===== src/rtl/ecd_pp_sched.sv =====
// Ping-pong buffer job scheduler: gates the producer into one of two buffers,
// drains FULL buffers to the consumer, and sequences start/busy/done/abort.
module ecd_pp_sched #(
  parameter int unsigned DEPTH      = 1024,
  parameter int unsigned ADDR_WIDTH = 10,
  parameter int unsigned RD_LATENCY = 1,
  parameter int unsigned JOB_W      = 8
) (
  input  logic                  clk,
  input  logic                  rst,
  input  logic                  start,
  input  logic                  abort,
  input  logic [JOB_W-1:0]      job_num,
  output logic                  busy,
  output logic                  done,
  input  logic                  in_vld,
  output logic                  in_rdy,
  output logic                  buf_wen,
  output logic                  buf_wsel,
  output logic [ADDR_WIDTH-1:0] buf_waddr,
  input  logic                  out_rdy,
  output logic                  buf_rd,
  output logic                  buf_rsel,
  output logic [ADDR_WIDTH-1:0] buf_raddr,
  output logic                  out_vld,
  output logic [1:0]            buf_full
);

  localparam int unsigned DW = (RD_LATENCY > 1) ? $clog2(RD_LATENCY) : 1;
  localparam logic [ADDR_WIDTH-1:0] LAST_ADDR = ADDR_WIDTH'(DEPTH - 1);
  localparam logic [ADDR_WIDTH-1:0] A_ONE     = ADDR_WIDTH'(1);
  localparam logic [JOB_W-1:0]      J_ONE     = JOB_W'(1);
  localparam logic [DW-1:0]         D_ONE     = DW'(1);
  localparam logic [DW-1:0]         D_LAST    = DW'(RD_LATENCY - 1);

  typedef enum logic [1:0] {S_IDLE, S_RUN, S_DRAIN, S_DONE} state_t;

  state_t                  state;
  logic [ADDR_WIDTH-1:0]   wcnt, rcnt;
  logic [JOB_W-1:0]        wr_left, rd_left;
  logic                    wsel, rsel;
  logic [DW-1:0]           drain_cnt;
  logic [RD_LATENCY-1:0]   vld_pipe;

  logic                    wr_go, rd_go, w_wrap, r_wrap, abort_go;
  logic [1:0]              full_nxt;

  // Producer may push only while running into a non-FULL buffer with frames left.
  assign in_rdy  = (state == S_RUN) & ~buf_full[wsel] & (wr_left != '0);
  assign out_vld = vld_pipe[RD_LATENCY-1];

  // Handshake, frame-wrap and FULL-flag next-state decode.
  always_comb begin
    wr_go    = in_vld & in_rdy;
    rd_go    = (state == S_RUN) & buf_full[rsel] & out_rdy & (rd_left != '0);
    w_wrap   = wr_go & (wcnt == LAST_ADDR);
    r_wrap   = rd_go & (rcnt == LAST_ADDR);
    abort_go = abort & (state != S_IDLE);
    full_nxt = buf_full;
    // w_wrap needs ~full[wsel] and r_wrap needs full[rsel], so they never hit the same bit.
    if (w_wrap) full_nxt[wsel] = 1'b1;
    if (r_wrap) full_nxt[rsel] = 1'b0;
  end

  // Job FSM together with write/read counters and registered strobes.
  always_ff @(posedge clk or posedge rst) begin
    if (rst) begin
      state     <= S_IDLE;
      busy      <= 1'b0;
      done      <= 1'b0;
      buf_wen   <= 1'b0;
      buf_wsel  <= 1'b0;
      buf_waddr <= '0;
      buf_rd    <= 1'b0;
      buf_rsel  <= 1'b0;
      buf_raddr <= '0;
      buf_full  <= '0;
      wcnt      <= '0;
      rcnt      <= '0;
      wr_left   <= '0;
      rd_left   <= '0;
      wsel      <= 1'b0;
      rsel      <= 1'b0;
      drain_cnt <= '0;
    end else if (abort_go) begin
      state     <= S_IDLE;
      busy      <= 1'b0;
      done      <= 1'b0;
      buf_wen   <= 1'b0;
      buf_rd    <= 1'b0;
      buf_full  <= '0;
      wcnt      <= '0;
      rcnt      <= '0;
      wr_left   <= '0;
      rd_left   <= '0;
      wsel      <= 1'b0;
      rsel      <= 1'b0;
      drain_cnt <= '0;
    end else begin
      buf_wen  <= wr_go;
      buf_rd   <= rd_go;
      buf_full <= full_nxt;
      done     <= 1'b0;

      if (wr_go) begin
        buf_wsel  <= wsel;
        buf_waddr <= wcnt;
        wcnt      <= wcnt + A_ONE;
        if (w_wrap) begin
          wsel    <= ~wsel;
          wr_left <= wr_left - J_ONE;
        end
      end

      if (rd_go) begin
        buf_rsel  <= rsel;
        buf_raddr <= rcnt;
        rcnt      <= rcnt + A_ONE;
        if (r_wrap) begin
          rsel    <= ~rsel;
          rd_left <= rd_left - J_ONE;
        end
      end

      case (state)
        S_IDLE: begin
          if (start) begin
            busy <= 1'b1;
            if (job_num == '0) begin
              state <= S_DONE;
            end else begin
              wr_left <= job_num;
              rd_left <= job_num;
              wcnt    <= '0;
              rcnt    <= '0;
              state   <= S_RUN;
            end
          end
        end
        S_RUN: begin
          if (r_wrap && (rd_left == J_ONE)) begin
            drain_cnt <= '0;
            state     <= S_DRAIN;
          end
        end
        S_DRAIN: begin
          drain_cnt <= drain_cnt + D_ONE;
          if (drain_cnt == D_LAST) state <= S_DONE;
        end
        S_DONE: begin
          done  <= 1'b1;
          busy  <= 1'b0;
          state <= S_IDLE;
        end
        default: state <= S_IDLE;
      endcase
    end
  end

  // Read-valid pipe: out_vld is buf_rd delayed by the buffer read latency.
  always_ff @(posedge clk or posedge rst) begin
    if (rst) begin
      vld_pipe <= '0;
    end else if (abort_go) begin
      vld_pipe <= '0;
    end else begin
      vld_pipe[0] <= buf_rd;
      for (int unsigned i = 1; i < RD_LATENCY; i++) vld_pipe[i] <= vld_pipe[i-1];
    end
  end

endmodule


===== config.mk =====
export PLATFORM = sky130hd
export DESIGN_NAME = ecd_pp_sched
export DESIGN_NICKNAME = d
export VERILOG_FILES = /design/src/rtl/ecd_pp_sched.sv
export SDC_FILE = /design/constraint.sdc
export NUM_CORES = 1
export LEC_CHECK = 0
export ABC_AREA = 1
export CORE_ASPECT_RATIO = 0.8
export CORE_MARGIN = 2
export CORE_UTILIZATION = 37
export DETAILED_ROUTE_END_ITERATION = 12
export DONT_BUFFER_PORTS = 1
export MAX_ROUTING_LAYER = met4
export PLACE_DENSITY_LB_ADDON = 0.05
export SKIP_LAST_GASP = 1
export SYNTH_ARGS = -nofsm -noshare
export SYNTH_HDL_FRONTEND = slang
export SYNTH_SLANG_ARGS = --single-unit

===== constraint.sdc =====
create_clock -name clk -period 2.8 [get_ports clk]
set_input_delay 0.84 -clock clk [delete_from_list [all_inputs] [get_ports clk]]
set_output_delay 0.84 -clock clk [all_outputs]
set_load 0.01 [all_outputs]

# After elaboration in Yosys (flattened, before gate mapping)
# Index checks and enable logic that the tools add are counted.
# word_totals
reg_bits	70
latch_bits	0
ram_bits	0
mem_bits_ro	0
in_bits	14
out_inout_bits	30
elab_cells	129
memories	0
# op_classes
addsub	5
n_mul	0
div_mod_pow	0
n_lt_le_gt_ge	4
eq_ne	9
n_shift	0
mux	56
n_bitwise	16
reduce_logical	21
# ops
op	n
10-bit 2-to-1 mux	10
8-bit 2-to-1 mux	12
1-bit 2-to-1 mux	21
10-bit by 1-bit adder with 10-bit output, second input constant	2
10-bit equality test, second input constant	2
2-bit 2-to-1 mux	8
8-bit nonzero test	2
8-bit by 1-bit subtractor with 8-bit output, second input constant	2
2-bit AND reduction	6
2-bit nonzero test	5
1-bit bitwise AND	9
8-bit by 1-bit equality test with 1-bit output, second input constant	1
8-bit zero test	1
2-bit one-hot mux with 4 select lines	1
3-bit != test, second input constant	2
3-bit nonzero test	2
2-bit equality test, second input constant	2
1-bit by 2-bit less-than comparator with 1-bit output, second input constant	2
1-bit inverter	4
1-bit one-hot mux with 2 select lines	2
1-bit logical AND	3
3-bit by 2-bit != test with 1-bit output, second input constant	1
3-bit AND reduction	1
2-bit bitwise AND	1
7 further kinds	9

# Longest topological paths before layout
# Gate-level depths: netlist of the first run.
# logic_depth
depth_word	13
mapped_depth	12
mapped_depth_nobuf	12

# Worst setup path before layout of the first run
# No wires, ideal clock.
# synth_timing
path_type	flip-flop to output port
from	register state[1]
to	output in_rdy
arrival_ps	1060
t_required_ps	1960
setup_slack_ps	900
stages_incl_launch_ff	6
path_buffers	0
cell_sequence	dfrtp_1 > inv_1 > ha_1 > nand2_1 > a21oi_1 > and2_4
# synth_via
elab_chain_cells	3
# synth_rtl
element	line	source
start, declared	38	state_t state;
start signal, assigned	68	state <= S_IDLE;
start signal, assigned	86	state <= S_IDLE;
start signal, assigned	130	state <= S_DONE;
2-bit by 1-bit equality test with 1-bit output	49	assign in_rdy = (state == S_RUN) & ~buf_full[wsel] & (wr_left != '0);
1-bit bitwise AND (2 in series)	49	
end, declared	17	output logic in_rdy,
# No other way between the ends.

# Worst setup path in the final report of the first run
# Same ends and word-level chain as after synthesis.

==> metrics.md, run 1 <==
| Metric | Value |
|---|---|
| Top-Level Pins | 44 |
| Area enclosed by the die boundary | 11000 um2 |
| Footprint of the multi-input gates | 1690 um2 |
| Clock latency at the later pin of the worst-skew pair | 330 ps |
| Core outline area | 9810 um2 |
| Number of instances in the synthesized netlist | 462 |
| Slew HR | 58.1% |
| Average wire per standard cell | 14.1 um |
| Count of synthesis-stage warnings from yosys | 0 |
| Netlist area before placement | 3780 um2 |
| Via density | 4.70 |
| Number of placement rows | 32 |
| Total number of nets in the final design | 491 |
| Number of unique standard cell types used by synthesis | 38 |
| Synthesized area per cell | 8.18 um2 |
| CTS clk-pin slew, worst paths | 50 ps |
| Endpoints failing setup | 0 |
| Maximum vdd drop | 0.000362 V |
| Fraction of synthesized cell area taken by the top area cell type | 46.3% |
| Wire length of the first global-routing pass | 14500 um |
| Register area | 1750 um2 |
| Via Count | 2848 |
| Peak per-stage delay on the critical path | 440 ps |
| Hold buffer count at CTS | 0 |
| Largest net degree at the start of global routing | 46 |
| Status | complete, no violations |
| 1st-iter DRT viols | 181 |
| Non-filler instance count after layout | 606 |
| 1st-pass router iterations | 4 |
| Clock tree from TritonCTS | done |
| Critical Path Sink Type | output port |
| Floorplan die height | 94.4 um |
| Final critical delay including setup and external delays | 2470 ps |
| Data arrival, critical path | 1630 ps |
| DP Wirelength | 6180 um |
| Cell taking the most area after synthesis | sky130_fd_sc_hd__dfrtp_1 |
| CP startpoint kind | flop |
| Most frequent cells in the layout | sky130_fd_sc_hd__nand2_1, sky130_fd_sc_hd__dfrtp_1, sky130_fd_sc_hd__inv_1 |
| Die Span X | 117 um |
| Aggregate global-route resource usage | 17.9% |
| Post-synthesis net count | 486 |
| Total of fill cells in the finished design | 1027 |
| Max-cap violations | 0 |
| Number of antenna diodes | 0 |
| Area added between synthesis and finish | 10.9% |
| Buf/Inv on CP | 1 |
| CP top delay family | flip-flops |
| Hold/Removal Path Class | primary input to async pin |
| DRT antenna net count | 0 |
| Initial antenna violation count | 0 |
| Sequential share of the synthesized area | 46.3% |
| Number of I/O port buffers | 0 |
| Gpl congestion | 0.836 |
| Final setup skew | 6.73 ps |
| Post-CTS setup buffer count | 0 |
| # placed instances | 592 |
| Sum of negative setup slack | 0 ps |
| CTS H-tree depth | 3 |
| Cell-by-cell listing of the critical path | inv_1 > ha_1 > nand2_1 > a21oi_1 > and2_4 |
| Final hold violation count | 0 |
| Clock Sinks | 70 |
| Setup repair after global routing missed its margin | false |
| Critical-path top delay cell | sky130_fd_sc_hd__dfrtp_1 |
| Power Density | 891 nW/um2 |
| Pins over their slew limit | 0 |
| Global route overflow | 0 |
| Least-Margin Pin Slew | 628 ps |
| Starting density of the core | 38.5% |
| Maximum clock path buffer count | 2 |
| Pleak | 0.00198 uW |
| Remaining routing DRC violations | 0 |
| Maximum achievable frequency | 405 MHz |
| Routed wire length | 8520 um |
| Top cells by area, synth | sky130_fd_sc_hd__dfrtp_1, sky130_fd_sc_hd__nand2_1, sky130_fd_sc_hd__inv_1 |
| Proportion of layout cells with a drive suffix above 1 | 10.4% |
| Part of the cycle the worst path needs | 88.2% |
| TritonCTS buffer count | 9 |
| Type of the worst setup path | flop to output port |
| CTS-repair resized insts | 0 |
| Required @ worst endpoint | 1960 ps |
| Via count of the first global-routing pass | 2879 |
| Most common cell after layout, fill and taps aside | sky130_fd_sc_hd__nand2_1 |
| Flop and latch count out of synthesis | 70 |
| Max Fanout on Critical Path | 6 |
| Clock tree root buffer cell | sky130_fd_sc_hd__clkbuf_16 |
[final cells by class]
class | count | area share, %
sequential | 70 | 41.8
timing repair buffer | 5 | 1.19
tap | 136 | 4.06
inverter | 66 | 6.09
clock inverter | 1 | 0.119
multi-input combinational | 315 | 40.3
clock buffer | 13 | 6.44
[per-stage QoR]
stage | util (%) | hold slack [ps] | setup slack, ps | cell area, um2 | power [uW]
floorplan | - | 455 | 192 | 3780 | 2420
global placement | 39.9 | 475 | 566 | 3920 | 2690
detailed placement | 39.9 | 481 | 503 | 3920 | 2700
CTS | 42.8 | 475 | 300 | 4190 | 3790
global route | 42.8 | 507 | 165 | 4190 | 4060
finish | 42.8 | 461 | 329 | 4190 | 3740
[synthesized netlist by cell type]
cell,instances
sky130_fd_sc_hd__a211oi_1,3
sky130_fd_sc_hd__a21oi_1,25
sky130_fd_sc_hd__a21oi_4,1
sky130_fd_sc_hd__a31oi_1,1
sky130_fd_sc_hd__and2_4,1
sky130_fd_sc_hd__and3_1,2
sky130_fd_sc_hd__buf_1,1
sky130_fd_sc_hd__buf_2,3
sky130_fd_sc_hd__buf_4,2
sky130_fd_sc_hd__buf_6,4
sky130_fd_sc_hd__clkbuf_1,1
sky130_fd_sc_hd__dfrtp_1,70
sky130_fd_sc_hd__ha_1,10
sky130_fd_sc_hd__inv_1,59
sky130_fd_sc_hd__inv_2,5
sky130_fd_sc_hd__inv_4,1
sky130_fd_sc_hd__inv_6,1
sky130_fd_sc_hd__nand2_1,102
sky130_fd_sc_hd__nand2_2,5
sky130_fd_sc_hd__nand2_4,2
sky130_fd_sc_hd__nand3_1,32
sky130_fd_sc_hd__nand3_2,1
sky130_fd_sc_hd__nand3_4,2
sky130_fd_sc_hd__nand3b_1,2
sky130_fd_sc_hd__nand4_1,5
sky130_fd_sc_hd__nor2_1,45
sky130_fd_sc_hd__nor2_2,3
sky130_fd_sc_hd__nor2_4,4
sky130_fd_sc_hd__nor2_8,1
sky130_fd_sc_hd__nor3_1,5
sky130_fd_sc_hd__nor3_2,1
sky130_fd_sc_hd__nor3_4,1
sky130_fd_sc_hd__o21a_1,6
sky130_fd_sc_hd__o21ai_0,30
sky130_fd_sc_hd__o21ai_1,11
sky130_fd_sc_hd__o21bai_4,1
sky130_fd_sc_hd__xnor2_1,2
sky130_fd_sc_hd__xor2_1,11
[path summary, 6_finish.rpt]
path,endpoint,cells after the start,start,slack (ps)
hold / removal,buf_raddr[5],1,rst,460
max in group asynchronous,rcnt[7],2,rst,1690
min in group clk,wcnt[3],1,wcnt[3],490
setup / recovery,in_rdy,5,state[1],330
hold reg to reg,wcnt[3],1,wcnt[3],490
setup reg to reg,rd_left[2],9,state[1],670
[per-layer routing]
| metal | vias up | part of all wire (%) | global-route usage (%) |
|---|---|---|---|
| li1 | 1479 | - | - |
| met1 | 1312 | 51 | 24.3 |
| met2 | 45 | 44 | 26.0 |
| met3 | 12 | 3.8 | 4.81 |
| met4 | 0 | 1.3 | 5.59 |
| met5 | - | 0 | - |
[power by group]
part | total, uW | switching, uW | internal, uW
clock | 1060 | 403 | 661
combinational | 1250 | 806 | 440
sequential | 1430 | 204 | 1220
total | 3740 | 1410 | 2320
[state kept, by name, indices dropped and copies added, names as in the netlist]
register and flops:
buf_raddr 10, buf_rd 1, out_vld 1, buf_waddr 10, rsel 1, wr_left 8
buf_wen 1, drain_cnt 1, wsel 1, rcnt 10, buf_rsel 1, busy 1
rd_left 8, buf_full 2, done 1, buf_wsel 1, state 2, wcnt 10
[kinds of logic (layout without fill, tap and decap cells)]
kind of cell,after synthesis,count (layout),synth area share (%)
and+or+nand+nor,214,214,26.8
AOI/OAI and AO/OA,78,78,11.6
buffers and inverters,77,85,8.93
DFF,70,70,46.3
xor gates and xnor gates,13,13,3.01
adders and majority gates,10,10,3.31
(Power assumes the default switching activity.)
==> run 2, diff against run 1 <==
- CORE_MARGIN: 2 -> unset
- PLACE_DENSITY_LB_ADDON: 0.05 -> unset
- SKIP_LAST_GASP: 1 -> unset
==> run 2 against run 1 <==
Die area is 3.8% lower; clock-buffer cell count grew 1; global-route usage up 0.35 points; sequential power is essentially flat; clock power grew 25%; worst hold slack better by 5.0 ps; final cell count rose by 0.17%; sequential cell count is the same; combinational power about the same; largest cell class unchanged.
==> metrics.md, run 2 (synthesized netlist as in run 1, its figures left out) <==
| Metric | Value |
|---|---|
| Type of the worst setup path | flop to output port |
| Data arrival, critical path | 1640 ps (about the same) |
| Slew HR | 60.3% (+2.2 points) |
| DP Wirelength | 5870 um (-5.0%) |
| Power Density | 938 nW/um2 (+5.2%) |
| Switching power share of the total | 35.9% (-2.0 points) |
| 1st-pass router iterations | 5 (+1) |
| Die Span X | 115 um (-1.7%) |
| Maximum clock path buffer count | 2 (unchanged) |
| Total number of nets in the final design | 490 (-0.20%) |
| TritonCTS buffer count | 9 (unchanged) |
| Number of antenna diodes | 0 (unchanged) |
| Max-cap violations | 0 (unchanged) |
| Endpoints failing setup | 0 (unchanged) |
| Total internal power | 2560 uW (+10%) |
| Most common cell after layout, fill and taps aside | sky130_fd_sc_hd__nand2_1 |
| Required @ worst endpoint | 1960 ps (about the same) |
| Aggregate global-route resource usage | 18.2% (+0.35 points) |
| Area added between synthesis and finish | 12.8% |
| Part of the cycle the worst path needs | 88.5% (+0.24 points) |
| Overall power after layout | 4000 uW (+7.0%) |
| Pleak | 0.00201 uW (+1.7%) |
| Remaining routing DRC violations | 0 (unchanged) |
| Clock tree from TritonCTS | done |
| Max Fanout on Critical Path | 6 (unchanged) |
| Initial antenna violation count | 0 (unchanged) |
| Via count of the first global-routing pass | 2964 (+3.0%) |
| Setup repair after global routing missed its margin | false |
| CTS clk-pin slew, worst paths | 60 ps (about the same) |
| Hold/Removal Path Class | primary input to async pin |
| Floorplan die height | 92.4 um (-2.1%) |
| Gpl congestion | 0.842 (+0.80%) |
| Average wire per standard cell | 13.6 um (-3.2%) |
| Post-CTS setup buffer count | 0 (unchanged) |
| Via density | 4.91 (+4.5%) |
| Pins over their slew limit | 0 (unchanged) |
| Final cell utilization of the core | 43.7% (+0.91 points) |
| Placed cell area | 3910 um2 (-0.19%) |
| CTS-repair resized insts | 0 (unchanged) |
| Number of I/O port buffers | 0 (unchanged) |
| Starting density of the core | 38.7% (+0.16 points) |
| CTS H-tree depth | 3 (unchanged) |
| Sum of negative setup slack | 0 ps (unchanged) |
| Critical Path Sink Type | output port |
| Area enclosed by the die boundary | 10600 um2 (-3.8%) |
| Wire length of the first global-routing pass | 14500 um (-0.33%) |
| Total of fill cells in the finished design | 986 (-4.0%) |
| Most frequent cells in the layout | sky130_fd_sc_hd__nand2_1, sky130_fd_sc_hd__dfrtp_1, sky130_fd_sc_hd__inv_1 |
| Proportion of layout cells with a drive suffix above 1 | 10.8% (+0.40 points) |
| Hold buffer count at CTS | 0 (unchanged) |
| Portion of total power attributed to the clock network | 33.1% (+4.6 points) |
| Via Count | 2981 (+4.7%) |
| 1st-iter DRT viols | 199 (+9.9%) |
| Clock tree root buffer cell | sky130_fd_sc_hd__clkbuf_16 |
| Final hold violation count | 0 (unchanged) |
| Routed wire length | 8270 um (-3.0%) |
| Final instance area | 4270 um2 (+1.7%) |
| Final critical delay including setup and external delays | 2480 ps (+6.76 ps) |
| CP startpoint kind | flop |
| Largest net degree at the start of global routing | 71 (+54%) |
| Number of placement rows | 32 (unchanged) |
| Reg power frac | 35.6% (-2.6 points) |
| Maximum vdd drop | 0.000324 V (-11%) |
| Top-Level Pins | 44 (unchanged) |
| Clock latency at the later pin of the worst-skew pair | 330 ps (about the same) |
| Final setup skew | 7.34 ps (+0.605 ps) |
| Global route overflow | 0 (unchanged) |
| Core outline area | 9770 um2 (-0.41%) |
| Gate power share | 31.3% (-2.0 points) |
| Status | complete, no violations |
| Least-Margin Pin Slew | 595 ps (-32.5 ps) |
| DRT antenna net count | 0 (unchanged) |
| Maximum achievable frequency | 404 MHz (-0.27%) |
| Switching pwr | 1430 uW (+1.5%) |
| Clock Sinks | 70 (unchanged) |
[run 2: cell types whose count changed in the layout (fill, tap and decap cells not counted)]
cell	before	now
sky130_fd_sc_hd__buf_4	4	3
sky130_fd_sc_hd__clkbuf_1	1	0
sky130_fd_sc_hd__clkbuf_8	3	5
sky130_fd_sc_hd__clkinv_2	1	0
sky130_fd_sc_hd__bufinv_16	0	2
[run 2: through the flow]
| stage | std cells | hold slack [ps] | setup slack (ps) |
|---|---|---|---|
| floorplan | 462 | 455 | 192 |
| global placement | 591 | 481 | 602 |
| detailed placement | 591 | 486 | 498 |
| CTS | 607 | 484 | 335 |
| global route | 607 | 491 | 217 |
| finish | 607 | 466 | 323 |
[run 2: critical path, stage by stage, from the launching register on]
cell                      delay, ps
sky130_fd_sc_hd__dfrtp_1        440
sky130_fd_sc_hd__inv_1          110
sky130_fd_sc_hd__ha_1           210
sky130_fd_sc_hd__nand2_1         70
sky130_fd_sc_hd__a21oi_1        240
sky130_fd_sc_hd__and2_4         240
[run 2: metal layers]
| metal | vias to the layer above | wire length [um] | track usage (%) |
|---|---|---|---|
| met2 | 71 | 3680 | 27.6 |
| met5 | - | 0 | - |
| met1 | 1416 | 3920 | 22.6 |
| met4 | 0 | 132 | 5.19 |
| li1 | 1481 | - | - |
| met3 | 13 | 532 | 6.94 |
[run 2: worst paths after layout]
| check | cells past startpoint | to | slack, ps | from |
|---|---|---|---|---|
| hold / removal | 2 | buf_waddr[5] | 470 | rst |
| min in group clk | 1 | wcnt[3] | 500 | wcnt[3] |
| hold reg to reg | 1 | wcnt[3] | 500 | wcnt[3] |
| setup / recovery | 5 | in_rdy | 320 | state[1] |
| setup reg to reg | 10 | wr_left[1] | 690 | wcnt[0] |
| max in group asynchronous | 2 | rcnt[6] | 2030 | rst |
[run 2: area by class of cell]
type	instances	area (um2)	share of cell area (%)
inverters	66	255	5.98
repair buffers	4	42.5	0.997
clock inverters	2	60.1	1.41
multi-input cells	315	1690	39.7
well taps	136	170	3.99
flip-flops and latches	70	1750	41.1
clock buffers	14	294	6.89
[run 2: power by group through the flow]
stage / Sequential (uW) / Clock (uW) / Combinational [uW]
global placement: 1440 / 0 / 1210
global route: 1450 / 1400 / 1470
CTS: 1420 / 1350 / 1250
detailed placement: 1440 / 0 / 1240
finish: 1420 / 1320 / 1250
floorplan: 1390 / 0 / 1020
==> run 3, diff against run 2 <==
--- a/config.mk
+++ b/config.mk
@@ -9,2 +9,3 @@
 export CORE_ASPECT_RATIO = 0.8
+export CORE_MARGIN = 2
 export CORE_UTILIZATION = 37
--- a/constraint.sdc
+++ b/constraint.sdc
@@ -3,2 +3,2 @@
 set_output_delay 0.84 -clock clk [all_outputs]
-set_load 0.01 [all_outputs]
+set_load 0.05 [all_outputs]
==> run 3 against run 2 <==
Die area is 3.9% higher; design area increased by 1.1%; worst hold slack got worse by 35 ps; power grew 9.9%; maximum frequency shrank 1.2%; first-iteration DRC count is 11% higher; global-route usage decreased by 1.2 points; final cell count grew 0.33%; combinational power hardly changed; core utilization is 0.29 points higher.
==> metrics.md, run 3 (synthesized netlist as in run 1, its figures left out) <==
| Metric | Value |
|---|---|
| Status | complete, no violations |
| Starting density of the core | 38.5% (-0.16 points) |
| Largest net degree at the start of global routing | 46 (-35%) |
| Via count of the first global-routing pass | 2790 (-5.9%) |
| Endpoints failing setup | 0 (unchanged) |
| CP startpoint kind | flop |
| TritonCTS buffer count | 9 (unchanged) |
| Via Count | 2927 (-1.8%) |
| CTS-repair resized insts | 0 (unchanged) |
| Part of the cycle the worst path needs | 89.5% (+1.1 points) |
| Die Span X | 117 um (+1.7%) |
| 1st-iter DRT viols | 221 (+11%) |
| Number of placement rows | 32 (unchanged) |
| Final critical delay including setup and external delays | 2510 ps (+29.5 ps) |
| Required @ worst endpoint | 1960 ps (about the same) |
| Clock tree from TritonCTS | done |
| Total number of nets in the final design | 492 (+0.41%) |
| Remaining routing DRC violations | 0 (unchanged) |
| Total internal power | 2710 uW (+5.5%) |
| Clock Sinks | 70 (unchanged) |
| Least-Margin Pin Slew | 620 ps (+24.7 ps) |
| Type of the worst setup path | flop to output port |
| Max Fanout on Critical Path | 6 (unchanged) |
| Gate power share | 29.0% (-2.3 points) |
| Routed wire length | 8140 um (-1.5%) |
| Maximum achievable frequency | 399 MHz (-1.2%) |
| Proportion of layout cells with a drive suffix above 1 | 11.2% (+0.38 points) |
| Final hold violation count | 0 (unchanged) |
| Placed cell area | 3930 um2 (+0.38%) |
| Data arrival, critical path | 1670 ps (+30 ps) |
| Clock tree root buffer cell | sky130_fd_sc_hd__clkbuf_16 |
| Slew HR | 58.6% (-1.6 points) |
| Switching pwr | 1690 uW (+18%) |
| Power Density | 1020 nW/um2 (+8.7%) |
| Aggregate global-route resource usage | 17.0% (-1.2 points) |
| Hold buffer count at CTS | 0 (unchanged) |
| Most common cell after layout, fill and taps aside | sky130_fd_sc_hd__nand2_1 |
| Global route overflow | 0 (unchanged) |
| Hold/Removal Path Class | primary input to async pin |
| Portion of total power attributed to the clock network | 33.5% (+0.4 points) |
| 1st-pass router iterations | 4 (-1) |
| Cell-by-cell listing of the critical path | inv_1 > ha_1 > nand2_1 > a21oi_1 > and2_4 |
| Peak per-stage delay on the critical path | 430 ps (about the same) |
| Number of antenna diodes | 0 (unchanged) |
| Max-cap violations | 0 (unchanged) |
| Initial antenna violation count | 0 (unchanged) |
| Area enclosed by the die boundary | 11000 um2 (+3.9%) |
| Gpl congestion | 0.824 (-2.2%) |
| Core outline area | 9810 um2 (+0.41%) |
| Maximum clock path buffer count | 2 (unchanged) |
| Post-CTS setup buffer count | 0 (unchanged) |
| Switching power share of the total | 38.4% (+2.6 points) |
| Area added between synthesis and finish | 14.0% |
| CTS clk-pin slew, worst paths | 60 ps (about the same) |
| Maximum vdd drop | 0.000408 V (+26%) |
| Final instance area | 4310 um2 (+1.1%) |
| Critical Path Sink Type | output port |
| Final setup skew | 6.56 ps (-0.773 ps) |
| Reg power frac | 37.5% (+1.9 points) |
| DP Wirelength | 6010 um (+2.3%) |
| Floorplan die height | 94.4 um (+2.2%) |
| Pins over their slew limit | 0 (unchanged) |
| Via density | 4.81 (-2.1%) |
| Clock latency at the later pin of the worst-skew pair | 340 ps (about the same) |
| Setup repair after global routing missed its margin | false |
| CTS H-tree depth | 3 (unchanged) |
| Sum of negative setup slack | 0 ps (unchanged) |
| Average wire per standard cell | 13.4 um (-1.9%) |
| Top-Level Pins | 44 (unchanged) |
| Most frequent cells in the layout | sky130_fd_sc_hd__nand2_1, sky130_fd_sc_hd__dfrtp_1, sky130_fd_sc_hd__inv_1 |
| Wire length of the first global-routing pass | 13900 um (-4.0%) |
| DRT antenna net count | 0 (unchanged) |
| Number of I/O port buffers | 0 (unchanged) |
| Pleak | 0.00204 uW (+1.2%) |
| Critical-path top delay cell | sky130_fd_sc_hd__dfrtp_1 |
[run 3: layout make-up]
class / count / area, um2
fillers: 982 / 5500
flip-flops and latches: 70 / 1750
repair buffers: 6 / 57.6
well taps: 136 / 170
inverters: 66 / 255
clock inverters: 7 / 160
clock buffers: 9 / 225
multi-input cells: 315 / 1690
[run 3: worst paths after layout]
kind / from / end / cells after the start / slack [ps]
setup / recovery: state[1] / in_rdy / 5 / 290
hold / removal: rst / out_vld / 1 / 430
setup reg to reg: state[1] / buf_full[1] / 9 / 620
hold reg to reg: wcnt[3] / wcnt[3] / 1 / 500
max in group asynchronous: rst / state[0] / 2 / 1740
min in group clk: wcnt[3] / wcnt[3] / 1 / 500
[run 3: power by group through the flow]
| stage | registers, uW | clock network [uW] | logic, uW |
|---|---|---|---|
| after detailed placement | 1670 | 0 | 1270 |
| after global routing | 1690 | 1560 | 1460 |
| final | 1650 | 1470 | 1270 |
| after CTS | 1650 | 1500 | 1270 |
| after floorplan | 1620 | 0 | 1050 |
| after global placement | 1660 | 0 | 1240 |
[run 3: worst max-delay path, delay by kind of cell (launching register included)]
kind,cells,cell delay (ps)
AOI/OAI and AO/OA,1,220
adders and majority gates,1,200
buffers and inverters,1,100
DFF,1,430
and+or+nand+nor,2,380
[run 3: per-stage QoR]
step	cells	hold slack [ps]	worst slack (ps)	total power [uW]	utilization (%)
6_report	609	431	293	4400	44.0
3_5_place_dp	593	490	437	2940	40.0
4_1_cts	609	448	294	4430	44.0
3_3_place_gp	593	481	512	2900	40.0
5_1_grt	609	483	208	4700	44.0
2_1_floorplan	462	455	192	2670	-
[run 3: metal layers]
layer  up-vias  global-route usage, %  wire, um
met2        58                   24.8      3550
met4         0                   5.49       143
met5         -                      -         0
met3        13                   6.48       476
li1       1488                      -         -
met1      1368                   21.8      3970
